===== src/rtl/kgp_prefix_encoder.sv =====
// Signed adder front end: per-bit kill/generate/propagate encoding, registered
// Kogge-Stone carry resolution, and sum/carry/overflow with aligned KGP codes.
module kgp_prefix_encoder #(
  parameter int unsigned WIDTH = 8
) (
  input  logic                 clk_i,
  input  logic                 rst_ni,
  input  logic                 valid_i,
  output logic                 ready_o,
  input  logic [WIDTH-1:0]     a_i,
  input  logic [WIDTH-1:0]     b_i,
  input  logic                 cin_i,
  output logic                 valid_o,
  input  logic                 ready_i,
  output logic [WIDTH-1:0]     sum_o,
  output logic                 carry_o,
  output logic                 overflow_o,
  output logic [3*WIDTH-1:0]   kgp_o
);

  localparam int unsigned LEVELS = $clog2(WIDTH);

  typedef enum logic [2:0] {
    KILL = 3'b000,
    GEN  = 3'b001,
    PROP = 3'b010
  } code_e;

  // Index j holds position j-1; index 0 is the carry-in pseudo-bit.
  typedef logic [WIDTH:0][2:0] grp_t;
  typedef logic [WIDTH-1:0][2:0] kgp_t;

  function automatic logic [2:0] combine(input logic [2:0] hi, input logic [2:0] lo);
    case (hi)
      GEN:     combine = GEN;
      PROP:    combine = lo;
      default: combine = KILL;
    endcase
  endfunction

  logic              en;
  grp_t              enc;
  grp_t              grp_d [LEVELS+1];
  grp_t              grp_q [LEVELS+1];
  kgp_t              kgp_q [LEVELS+1];
  logic [LEVELS:0]   v_q;
  logic [WIDTH:0]    carry;
  logic [WIDTH-1:0]  sum_d;

  assign en      = !valid_o | ready_i;
  assign ready_o = en;

  always_comb begin
    enc    = '0;
    enc[0] = cin_i ? GEN : KILL;
    for (int unsigned i = 0; i < WIDTH; i++) begin
      if (a_i[i] & b_i[i])
        enc[i+1] = GEN;
      else if (a_i[i] ^ b_i[i])
        enc[i+1] = PROP;
      else
        enc[i+1] = KILL;
    end
  end

  always_comb begin
    for (int unsigned k = 0; k <= LEVELS; k++)
      grp_d[k] = '0;
    grp_d[0] = enc;
    for (int unsigned k = 1; k <= LEVELS; k++) begin
      for (int unsigned j = 0; j <= WIDTH; j++) begin
        if (j >= (32'd1 << (k - 1)))
          grp_d[k][j] = combine(grp_q[k-1][j], grp_q[k-1][j - (32'd1 << (k - 1))]);
        else
          grp_d[k][j] = grp_q[k-1][j];
      end
    end
  end

  // Datapath registers need no reset; only valid bits and outputs do.
  always_ff @(posedge clk_i) begin
    if (en) begin
      for (int unsigned k = 0; k <= LEVELS; k++)
        grp_q[k] <= grp_d[k];
      kgp_q[0] <= enc[WIDTH:1];
      for (int unsigned k = 1; k <= LEVELS; k++)
        kgp_q[k] <= kgp_q[k-1];
    end
  end

  // After LEVELS stages every index below WIDTH spans down to the carry-in;
  // the MSB group still lacks index 0, so fold it in here.
  always_comb begin
    carry = '0;
    sum_d = '0;
    for (int unsigned i = 0; i < WIDTH; i++)
      carry[i] = (grp_q[LEVELS][i] == GEN);
    carry[WIDTH] = (combine(grp_q[LEVELS][WIDTH], grp_q[LEVELS][0]) == GEN);
    for (int unsigned i = 0; i < WIDTH; i++)
      sum_d[i] = (kgp_q[LEVELS][i] == PROP) ^ carry[i];
  end

  always_ff @(posedge clk_i or negedge rst_ni) begin
    if (!rst_ni) begin
      v_q        <= '0;
      valid_o    <= 1'b0;
      sum_o      <= '0;
      carry_o    <= 1'b0;
      overflow_o <= 1'b0;
      kgp_o      <= '0;
    end else if (en) begin
      v_q        <= {v_q[LEVELS-1:0], valid_i};
      valid_o    <= v_q[LEVELS];
      sum_o      <= sum_d;
      carry_o    <= carry[WIDTH];
      overflow_o <= carry[WIDTH] ^ carry[WIDTH-1];
      kgp_o      <= kgp_q[LEVELS];
    end
  end

endmodule


===== config.mk =====
export PLATFORM = sky130hd
export DESIGN_NAME = kgp_prefix_encoder
export DESIGN_NICKNAME = d
export VERILOG_FILES = /design/src/rtl/kgp_prefix_encoder.sv
export SDC_FILE = /design/constraint.sdc
export NUM_CORES = 1
export LEC_CHECK = 0
export BUFFER_PORTS_ARGS = -buffer_cell sky130_fd_sc_hd__buf_4
export CAP_MARGIN = 20
export CORE_ASPECT_RATIO = 0.6
export CORE_MARGIN = 1.5
export CORE_UTILIZATION = 30
export DETAILED_ROUTE_END_ITERATION = 6
export GPL_ROUTABILITY_DRIVEN = 0
export SYNTH_ARGS = -nofsm -noshare
export SYNTH_HDL_FRONTEND = slang
export SYNTH_SLANG_ARGS = --single-unit

===== constraint.sdc =====
create_clock -name clk_i -period 4 [get_ports clk_i]
set_input_delay 0.6 -clock clk_i [delete_from_list [all_inputs] [get_ports clk_i]]
set_output_delay 0.6 -clock clk_i [all_outputs]
set_load 0.05 [all_outputs]

# --- Word-level counts from Yosys, hierarchy flattened ---
# Memory sizes are Yosys's and may differ from the RTL's.
# Index checks and enable logic that the tools add are counted.
# W data, S select, Z words.
word_totals:
  regBits: 39
  word_cells: 134
  output_inout_bits: 36
  mem_count: 2
  input_bits: 21
  ram_bits: 204
memory_table:
  columns: ["name", "words", "word_bits", "read_ports", "rd_clocked_by_memory_dff", "wr", "line_no", "rtl"]
  rows:
  - ["grp_q", 4, 27, 4, 0, 4, "44", "grp_t grp_q [LEVELS+1];"]
  - ["kgp_q", 4, 24, 4, 0, 4, "45", "kgp_t kgp_q [LEVELS+1];"]
classes:
  n_eq_ne: 59
  reduce_logical: 1
  mux: 40
  bitwise_logic: 26
ops:
  columns: ["operator", "n"]
  rows:
  - ["$pmux W3 S2", 21]
  - ["$eq A3 B1 Y1 const B", 30]
  - ["$eq A3 B2 Y1 const B", 29]
  - ["$mux W2", 15]
  - ["$xor A1 B1 Y1", 17]
  - ["$and A1 B1 Y1", 8]
  - ["$mux W1", 3]
  - ["$mux W3", 1]
  - ["$logic_not A1 Y1", 1]
  - ["$or A1 B1 Y1", 1]

# --- Depth between registers and ports, before layout ---
# Gate-level depths: netlist of the first run.
# An unclocked memory read counts as a cell.
depth:
  ltp_word: 5
  depth_mapped: 5
  mapped_depth_nobuf: 5

# --- Least setup slack after synthesis of the first run ---
# OpenSTA, ideal clock, no wires.
synth_path:
  path_type: "register to output"
  start: "register valid_o"
  end: "output ready_o"
  required_ns: 3.400
  arrival_time_ns: 2.427
  n_path_buf: 1
  stages_incl_launch_ff: 4
  slack_ns: 0.973
  cell_sequence: "dfrtp_1 -> nor2b_2 -> inv_1 -> buf_2"
synth_between:
  elab_chain_len: 2
synth_rtl:
  columns: ["item", "line_no", "rtl"]
  rows:
  - ["start, declared", "13", "output logic valid_o,"]
  - ["start signal, assigned", "113", "valid_o <= v_q[LEVELS];"]
  - ["$logic_not A1 Y1", "50", "assign en = !valid_o | ready_i;"]
  - ["$or A1 B1 Y1", "50", null]
  - ["end, declared", "9", "output logic ready_o,"]
# No other way between the ends.

# --- Final worst setup path of the first run ---
# Same ends and word-level chain as after synthesis.

==> results.py, run 1 <==
metrics = {
    "logic_synthesis": {
        "ys_warn_count": 0,
        "synth.cells.most_frequent": "105 x sky130_fd_sc_hd__edfxtp_1, 82 x sky130_fd_sc_hd__nand2_1, 50 x sky130_fd_sc_hd__ha_1",
        "synth.lib_cells_used.distinct": 18,
        "synth_sequential_area_ratio_pct": 70.1,
        "synth.largest_area_cell": "sky130_fd_sc_hd__edfxtp_1",
        "synthCells": 419,
        "synth_async_sr_flop_share_pct": 22.8,
        "synth-seq-cells": 136,
        "mappedNetlistArea_sq_um": 5610,
        "synth.top_cell.area_share_pct": 56.3,
        "yosys_most_used_dff": "sky130_fd_sc_hd__edfxtp_1",
        "number_of_enable_flip_flop_cells_after_synthesis": 105,
        "synthMostInstantiatedCell": "sky130_fd_sc_hd__edfxtp_1",
        "synth_area_leaders": "sky130_fd_sc_hd__edfxtp_1 56%, sky130_fd_sc_hd__dfrtp_1 14%, sky130_fd_sc_hd__ha_1 11%, sky130_fd_sc_hd__nand2_1 5.5%, sky130_fd_sc_hd__inv_1 2.9%",
        "syn-mean-instance-area_sq_um": 13.4,
    },
    "detailed_routing": {
        "drt.antenna.violating_nets": 0,
        "via_per_inst": 4.07,
        "detail_route.wirelength_um": 8770,
        "routed-via-count": 2991,
        "drt_drc_violations_left": 0,
        "drt_first_iter_violations": 160,
        "detail_route.first_pass.iterations": 6,
        "post_drt_wl_per_cell_um": 11.9,
    },
    "clocking": {
        "clk_root_buffer_cell": "sky130_fd_sc_hd__clkbuf_16",
        "clk_path_buf_depth": 2,
        "tritoncts.num_buffers": 17,
        "cts_hold_buf": 0,
        "post_cts_buffers": 0,
        "clk_latency_ns": 0.41,
        "htreeDepth": 4,
        "clkSinkCount": 136,
        "post_cts_resized": 0,
        "cts_tree": "built",
        "cts.reportedPaths.clkPinSlew_ns": 0.06,
    },
    "cells_and_area": {
        "antennaDiodeCount": 0,
        "final_layout_size_suffix_gt1_share_pct": 17.0,
        "finish.net_count": 553,
        "fin_util_pct": 37.5,
        "total_non_filler_cell_area_in_the_finished_layout_sq_um": 6800,
        "final_cells": 735,
        "post_synthesis_to_final_layout_area_growth_pct": 21.4,
    },
    "sta": {
        "hold_viol_final": 0,
        "timing.final.crit_period_ns": 2.48,
        "timing.slew.headroom_pct": 47.8,
        "timing.final.max_slew_violations": 0,
        "layout_setup_ws_ns": 1.52,
        "report.final.setup_viol": 0,
        "rsz0062_at_grt": "false",
        "worst_clock_skew_ns": 0.00818,
        "setup_total_negative_slack_ns": 0,
        "portion_of_the_clock_cycle_consumed_by_the_worst_path_in_the_final_layout_pct": 62.0,
        "max_clock_freq_ghz": 0.403,
        "worst_pin_slew_ns": 0.783,
        "timing.hold.ws_ns": 0.121,
    },
    "grt": {
        "grt_pass1_wl_um": 14600,
        "first_global_vias": 2884,
        "antenna_violations_before_repair": 0,
        "track_usage_pct": 9.87,
        "grt_start_max_net_pins": 67,
        "gr-total-overflow": 0,
    },
    "floorplanning": {
        "floorplan.die_area_sq_um": 19500,
        "vert_die_dim_um": 109,
        "die_width_um": 179,
        "start_util_pct": 30.9,
        "rows": 38,
        "floorplan.core_area_sq_um": 18200,
        "io-pin-count": 57,
    },
    "setup_path": {
        "timing.critical_path.to_type": "primary output",
        "worst-path-max-fanout": 66,
        "critPathMaxStageDelay_ns": 0.55,
        "critical-path-slowest-cell": "sky130_fd_sc_hd__inv_4",
        "timing.critical_path.from_type": "flip-flop",
        "required_time_of_the_worst_setup_path_ns": 3.40,
        "critPathTopFamily": "buffers and inverters",
        "worst-setup-path-type": "flip-flop to primary output",
        "crit_path_cell_trace": "nor2b_2 > inv_4 > buf_4",
        "worstPathArrival_ns": 1.88,
        "worst-path-buf-inv": 2,
    },
    "placement": {
        "buffer_ports.inserted": 48,
        "detailed_place_hpwl_um": 6160,
        "numPlacedInstances": 703,
        "dpl_worst_slack_ns": 1.74,
        "placed_area_sq_um": 6220,
    },
    "hold_path": {
        "timing.hold.worst.class": "input port to asynchronous set/reset pin",
    },
    "power_and_ir_drop": {
        "power.density_cell_area_nw_per_um2": 836,
        "leakage_nw": 2.91,
        "total_power_mw": 5.69,
        "vdd_ir_drop_max_v": 0.000305,
    },
    "run_status": {
        "status": "finished clean",
    },
    "run": {
        "drv_cap": 0,
    },
}
final timing paths:
path	depth (start not counted)	start	end	slack, ns
setup reg to reg	3	valid_o$_DFFE_PN0P_	grp_q[1][24]$_SDFFCE_PN0P_	2.02
hold reg to reg	0	kgp_q[2][4]$_DFFE_PP_	kgp_q[3][4]$_DFFE_PP_	0.42
hold / removal	1	rst_ni	sum_o[2]$_DFFE_PN0P_	0.12
min in group clk_i	1	cin_i	grp_q[0][0]$_DFFE_PP_	0.37
max in group asynchronous	1	rst_ni	kgp_o[12]$_DFFE_PN0P_	3.59
setup / recovery	3	valid_o$_DFFE_PN0P_	ready_o	1.52
per-layer routing:
layer / vias up / GRT usage, % / share of wire, %
met5: - / 0 / 0
met4: 0 / 4.64 / 1.0
met3: 9 / 3.54 / 6.1
met2: 67 / 13.1 / 39
met1: 1404 / 14.2 / 54
li1: 1511 / - / -
cells by family (layout without fill, tap and decap cells):
kind of cell	after synthesis	in the layout	share of synthesized area (%)
xor gates and xnor gates	8	8	1.25
DFF	136	136	70.1
AOI/OAI and AO/OA	32	32	2.92
and+or+nand+nor	135	135	9.93
adders and majority gates	50	50	11.2
other	1	8	0.0669
buffers and inverters	57	126	4.58
final cells by class:
class / instances / area (sq um)
tap: 240 / 300
clock buffer: 18 / 429
clock inverter: 14 / 153
inverter: 43 / 164
multi-input combinational: 233 / 1450
timing repair buffer: 51 / 383
sequential: 136 / 3930
fill: 1741 / 11400
report_power, final:
group          switching, mW  internal (mW)  total [mW]  leakage [nW]
Sequential             0.335           2.26        2.60          1.50
Combinational           1.07          0.506        1.58          1.14
Clock                  0.593          0.920        1.51         0.272
placed cells by master, fill, tap and decap left out, types with 2 or more instances in the layout:
master and instances:
sky130_fd_sc_hd__edfxtp_1 105, sky130_fd_sc_hd__bufinv_16 2, sky130_fd_sc_hd__clkinvlp_4 4, sky130_fd_sc_hd__clkinv_2 2, sky130_fd_sc_hd__nor2_1 34, sky130_fd_sc_hd__ha_1 50, sky130_fd_sc_hd__nand2_1 82, sky130_fd_sc_hd__a21oi_1 21
sky130_fd_sc_hd__clkbuf_16 17, sky130_fd_sc_hd__buf_4 51, sky130_fd_sc_hd__inv_1 42, sky130_fd_sc_hd__o21ai_0 9, sky130_fd_sc_hd__clkinv_4 5, sky130_fd_sc_hd__dfrtp_1 31, sky130_fd_sc_hd__conb_1 8, sky130_fd_sc_hd__nor2b_1 16
sky130_fd_sc_hd__xnor2_1 8
flip-flops by register name, indices dropped and copies added, names as in the netlist:
signal / count
carry_o: 1
grp_q: 57
kgp_o: 16
sum_o: 8
valid_o: 1
kgp_q: 48
overflow_o: 1
v_q: 4
worst register-to-register path: stages (launching register included):
cell                      delay [ns]
sky130_fd_sc_hd__dfrtp_1        0.37
sky130_fd_sc_hd__nor2b_2        0.17
sky130_fd_sc_hd__inv_4          0.55
sky130_fd_sc_hd__buf_4          0.54
No activity file was read; power rests on OpenSTA's default activity.
==> run 2, diff against run 1 <==
- clock period: 4 -> 2 ns (I/O delays scaled with it)
==> run 2 against run 1 <==
Effect of this change: die area unchanged; non-clock buffer count up 5; cell count up 0.68%; clock-buffer cell count up 1; clock skew up 0.00067 ns; register-to-register slack worse by 1.5 ns; global-route usage up 0.15 points; setup slack worse by 1.4 ns; combinational power up 100%; largest power group unchanged; highest routed layer unchanged.
==> results.py, run 2 (same netlist as run 1, synthesis figures left out) <==
metrics = {
    "hold_path": {
        "timing.hold.worst_path_depth": 1,
        "worst_hold_path.endpoint": "grp_q[0][0]$_DFFE_PP_",
        "timing.hold.worst.class": "input port to flip-flop",
        "min_from": "cin_i",
    },
    "sta": {
        "layout_setup_ws_ns": 0.128,
        "hold_viol_final": 0,
        "worst_clock_skew_ns": 0.00885,
        "portion_of_the_clock_cycle_consumed_by_the_worst_path_in_the_final_layout_pct": 93.6,
        "timing.final.crit_period_ns": 1.87,
        "max_clock_freq_ghz": 0.534,
        "report.final.setup_viol": 0,
        "setup_total_negative_slack_ns": 0,
        "rsz0062_at_grt": "false",
        "timing.final.max_slew_violations": 0,
    },
    "power_and_ir_drop": {
        "leakage_nw": 2.98,
        "power.density_cell_area_nw_per_um2": 1690,
        "vdd_ir_drop_max_v": 0.000799,
    },
    "setup_path": {
        "r2r.worst_path.cells": 3,
        "required_time_of_the_worst_setup_path_ns": 1.70,
        "timing.rr.end": "grp_q[1][3]$_SDFFCE_PN0P_",
        "timing.critical_path.to_type": "primary output",
        "worst-setup-path-type": "flip-flop to primary output",
        "rr_startpoint": "valid_o$_DFFE_PN0P_",
        "timing.critical_path.from_type": "flip-flop",
        "worst-path-max-fanout": 30,
        "timing.reg2reg.setup_slack_ns": 0.53,
        "worstPathArrival_ns": 1.57,
    },
    "cells_and_area": {
        "finish.net_count": 558,
        "largest-register": "grp_q",
        "largest_register_ffs": 57,
        "final_cells": 740,
        "total_non_filler_cell_area_in_the_finished_layout_sq_um": 6920,
        "final_layout_size_suffix_gt1_share_pct": 17.6,
        "post_synthesis_to_final_layout_area_growth_pct": 23.4,
        "antennaDiodeCount": 0,
        "final.fill_count": 1704,
        "layout_top_registers": "grp_q x57, kgp_q x48, kgp_o x16",
        "layout.cells.most_common": "sky130_fd_sc_hd__edfxtp_1",
        "layout_common_cells": "105 x sky130_fd_sc_hd__edfxtp_1, 82 x sky130_fd_sc_hd__nand2_1, 53 x sky130_fd_sc_hd__buf_4",
        "fin_util_pct": 38.1,
    },
    "grt": {
        "track_usage_pct": 10.0,
        "grt_start_max_net_pins": 39,
        "antenna_violations_before_repair": 0,
        "gr-total-overflow": 0,
        "grt_pass1_wl_um": 14600,
        "first_global_vias": 2899,
    },
    "clocking": {
        "cts_tree": "built",
        "post_cts_buffers": 0,
        "tritoncts.num_buffers": 17,
        "post_cts_resized": 0,
        "clk_latency_ns": 0.41,
        "clk_path_buf_depth": 2,
        "clk_root_buffer_cell": "sky130_fd_sc_hd__clkbuf_16",
        "htreeDepth": 4,
        "clkSinkCount": 136,
        "cts.reportedPaths.clkPinSlew_ns": 0.06,
    },
    "floorplanning": {
        "vert_die_dim_um": 109,
        "floorplan.die_area_sq_um": 19500,
        "start_util_pct": 30.9,
        "floorplan.core_area_sq_um": 18200,
        "die_width_um": 179,
        "io-pin-count": 57,
        "rows": 38,
    },
    "detailed_routing": {
        "drt_drc_violations_left": 0,
        "routed-via-count": 2979,
        "drt_first_iter_violations": 175,
        "post_drt_wl_per_cell_um": 12.3,
        "drt.antenna.violating_nets": 0,
        "via_per_inst": 4.03,
        "detail_route.wirelength_um": 9070,
        "detail_route.first_pass.iterations": 4,
    },
    "placement": {
        "numPlacedInstances": 707,
        "detailed_place_hpwl_um": 6600,
        "dpl_worst_slack_ns": 0.527,
        "placed_area_sq_um": 6280,
        "buffer_ports.inserted": 48,
    },
    "run_status": {
        "status": "finished clean",
    },
    "run": {
        "drv_cap": 0,
    },
}
run 2: layout make-up:
cell class,count,area (sq um),area share (%)
clock buffers,19,453,6.55
clock inverters,13,176,2.55
inverters,43,164,2.37
multi-input cells,233,1450,20.9
flip-flops and latches,136,3930,56.8
well taps,240,300,4.34
repair buffers,56,448,6.48
run 2: stage by stage:
step / hold slack, ns / power (mW)
4_1_cts: 0.0393 / 11.9
5_1_grt: 0.0497 / 12.4
2_1_floorplan: 0.00441 / 7.34
3_3_place_gp: 0.246 / 8.41
6_report: 0.0646 / 11.7
3_5_place_dp: 0.257 / 8.55
run 2: per-layer routing:
layer | vias to the layer above | part of all wire, % | global-route usage, %
met5 | - | 0 | 0
met4 | 0 | 1.6 | 5.54
met3 | 14 | 5.8 | 3.61
met2 | 70 | 38 | 13.0
met1 | 1375 | 55 | 14.3
li1 | 1520 | - | -
run 2: worst max-delay path, cell delays in order, from the launching register on:
cell and delay (ns):
sky130_fd_sc_hd__dfrtp_1 0.38, sky130_fd_sc_hd__nor2b_2 0.18, sky130_fd_sc_hd__inv_4 0.30, sky130_fd_sc_hd__buf_4 0.28
run 2: power by group:
part           internal, mW  switching, mW
Clock                  2.14           1.14
Sequential             4.53          0.688
Combinational          1.07           2.15
run 2: worst max path at each step:
stage,endpoint,start,slack [ns]
detailed placement,kgp_q[1][4]$_DFFE_PP_,valid_o$_DFFE_PN0P_,0.53
finish,ready_o,valid_o$_DFFE_PN0P_,0.13
floorplan,grp_q[0][0]$_DFFE_PP_,valid_o$_DFFE_PN0P_,0.03
global route,ready_o,valid_o$_DFFE_PN0P_,0.05
CTS,ready_o,valid_o$_DFFE_PN0P_,0.08
global placement,grp_q[3][15]$_SDFFCE_PN0P_,valid_o$_DFFE_PN0P_,0.55
run 2: what timing repair did:
| item | in CTS | in global routing |
|---|---|---|
| hold buffers | 1 | 0 |
| endpoints found under the setup margin | 0 | 0 |
| endpoints found under the hold margin | 31 | 0 |
==> run 3, diff against run 2 <==
- HOLD_SLACK_MARGIN: default -> 0.06
- PLACE_DENSITY_LB_ADDON: default -> 0.15
==> run 3 against run 2 <==
Effect of this change: critical path depth is the same; combinational power shrank 1%; critical endpoint unchanged; clock power shrank 6%; non-clock buffer count shrank 3.
==> results.py, run 3 (same netlist as run 1, synthesis figures left out) <==
metrics = {
    "grt": {
        "grt_start_max_net_pins": 60,
        "grtUsageMet1_pct": 14.4,
        "global_route.peak_usage_layer": "met1",
        "grt_use_met3_pct": 3.21,
        "first_global_vias": 2905,
        "met2_routing_resource_usage_after_global_routing_pct": 13.4,
        "gr-total-overflow": 0,
        "grt_pass1_wl_um": 14700,
        "track_usage_pct": 9.97,
        "antenna_violations_before_repair": 0,
    },
    "power_and_ir_drop": {
        "cellInternalPower_mw": 7.47,
        "total_power_mw": 11.4,
        "power.density_cell_area_nw_per_um2": 1670,
        "share_comb_of_total_power_pct": 27.8,
        "switching_share_pct": 34.7,
        "power.switching_mw": 3.97,
        "share_clk_of_total_power_pct": 27.0,
        "seq_power_share_pct": 45.2,
        "leakage_nw": 2.95,
        "vdd_ir_drop_max_v": 0.000611,
    },
    "floorplanning": {
        "vert_die_dim_um": 109,
        "floorplan.die_area_sq_um": 19500,
        "io-pin-count": 57,
        "die_width_um": 179,
        "floorplan.core_area_sq_um": 18200,
        "rows": 38,
        "start_util_pct": 30.9,
    },
    "detailed_routing": {
        "drt_first_iter_violations": 143,
        "post_drt_wl_per_cell_um": 12.1,
        "detail_route.wirelength_um": 8900,
        "drt.antenna.violating_nets": 0,
        "detail_route.first_pass.iterations": 4,
        "via_per_inst": 4.00,
        "drt_drc_violations_left": 0,
        "routed-via-count": 2950,
    },
    "setup_path": {
        "timing.reg2reg.setup_slack_ns": 0.60,
        "worst-setup-path-type": "flip-flop to primary output",
        "rr_startpoint": "valid_o$_DFFE_PN0P_",
        "timing.critical_path.to_type": "primary output",
        "timing.critical_path.from_type": "flip-flop",
        "r2r.worst_path.cells": 3,
        "timing.rr.end": "grp_q[2][3]$_DFFE_PP_",
        "worstPathArrival_ns": 1.40,
        "worst-path-max-fanout": 16,
        "required_time_of_the_worst_setup_path_ns": 1.70,
    },
    "cells_and_area": {
        "antennaDiodeCount": 0,
        "layout.cells.most_common": "sky130_fd_sc_hd__edfxtp_1",
        "post_synthesis_to_final_layout_area_growth_pct": 22.4,
        "final_layout_size_suffix_gt1_share_pct": 16.9,
        "layout_common_cells": "105 x sky130_fd_sc_hd__edfxtp_1, 82 x sky130_fd_sc_hd__nand2_1, 50 x sky130_fd_sc_hd__ha_1",
        "largest-register": "grp_q",
        "layout_top_registers": "grp_q x57, kgp_q x48, kgp_o x16",
        "final_cells": 737,
        "final.fill_count": 1768,
        "largest_register_ffs": 57,
        "finish.net_count": 555,
        "total_non_filler_cell_area_in_the_finished_layout_sq_um": 6860,
        "fin_util_pct": 37.8,
    },
    "placement": {
        "dpl_worst_slack_ns": 0.595,
        "detailed_place_hpwl_um": 6140,
        "buffer_ports.inserted": 48,
        "numPlacedInstances": 703,
        "placed_area_sq_um": 6250,
    },
    "sta": {
        "timing.final.max_slew_violations": 0,
        "portion_of_the_clock_cycle_consumed_by_the_worst_path_in_the_final_layout_pct": 85.1,
        "timing.final.crit_period_ns": 1.70,
        "report.final.setup_viol": 0,
        "setup_total_negative_slack_ns": 0,
        "layout_setup_ws_ns": 0.297,
        "max_clock_freq_ghz": 0.587,
        "worst_clock_skew_ns": 0.0121,
        "timing.hold.ws_ns": 0.0856,
        "hold_viol_final": 0,
        "rsz0062_at_grt": "false",
    },
    "hold_path": {
        "timing.hold.worst.class": "input port to flip-flop",
        "min_from": "valid_i",
        "timing.hold.worst_path_depth": 3,
        "worst_hold_path.endpoint": "v_q[0]$_DFFE_PN0P_",
    },
    "clocking": {
        "post_cts_resized": 0,
        "clk_root_buffer_cell": "sky130_fd_sc_hd__clkbuf_16",
        "clkSinkCount": 136,
        "tritoncts.num_buffers": 17,
        "htreeDepth": 4,
        "cts.reportedPaths.clkPinSlew_ns": 0.06,
        "clk_latency_ns": 0.41,
        "cts_tree": "built",
        "clk_path_buf_depth": 2,
    },
    "run_status": {
        "status": "finished clean",
    },
    "run": {
        "drv_cap": 0,
    },
}
-- run 3: power by group through the flow --
stage                     sequential [mW]  combinational (mW)  clock (mW)
after floorplan                      5.95                1.39           0
after global placement               5.22                3.18           0
after detailed placement             5.26                3.22           0
after CTS                            5.20                3.24        3.19
after global routing                 5.34                3.56        3.32
final                                5.17                3.18        3.09
-- run 3: worst max-delay path by stage --
stage | start | to | slack (ns)
after floorplan | valid_o$_DFFE_PN0P_ | grp_q[0][0]$_DFFE_PP_ | 0.03
after global placement | valid_o$_DFFE_PN0P_ | grp_q[0][10]$_SDFFCE_PP0P_ | 0.61
after detailed placement | valid_o$_DFFE_PN0P_ | kgp_q[1][10]$_DFFE_PP_ | 0.60
after CTS | valid_o$_DFFE_PN0P_ | ready_o | 0.26
after global routing | valid_o$_DFFE_PN0P_ | ready_o | 0.23
final | valid_o$_DFFE_PN0P_ | ready_o | 0.30
-- run 3: repair_timing --
action	CTS	global route
setup buffers	0	0
hold buffers	2	0
endpoints found under the hold margin	32	0
-- run 3: layout make-up --
cell class | instances | area (sq um) | share of cell area [%]
clock buffers | 18 | 450 | 6.56
clock inverters | 14 | 145 | 2.11
inverters | 43 | 164 | 2.39
multi-input cells | 233 | 1450 | 21.1
flip-flops and latches | 136 | 3930 | 57.2
well taps | 240 | 300 | 4.38
repair buffers | 53 | 428 | 6.24
-- run 3: routing by layer --
metal	vias up	wire length, um
li1	1514	-
met1	1371	5070
met2	55	3390
met3	10	340
met4	0	95
met5	-	0
-- run 3: worst max-delay path, cell delays in order, from the launching register on --
cell and delay (ns):
sky130_fd_sc_hd__dfrtp_1 0.37, sky130_fd_sc_hd__nor2b_2 0.17, sky130_fd_sc_hd__inv_4 0.17, sky130_fd_sc_hd__buf_4 0.27
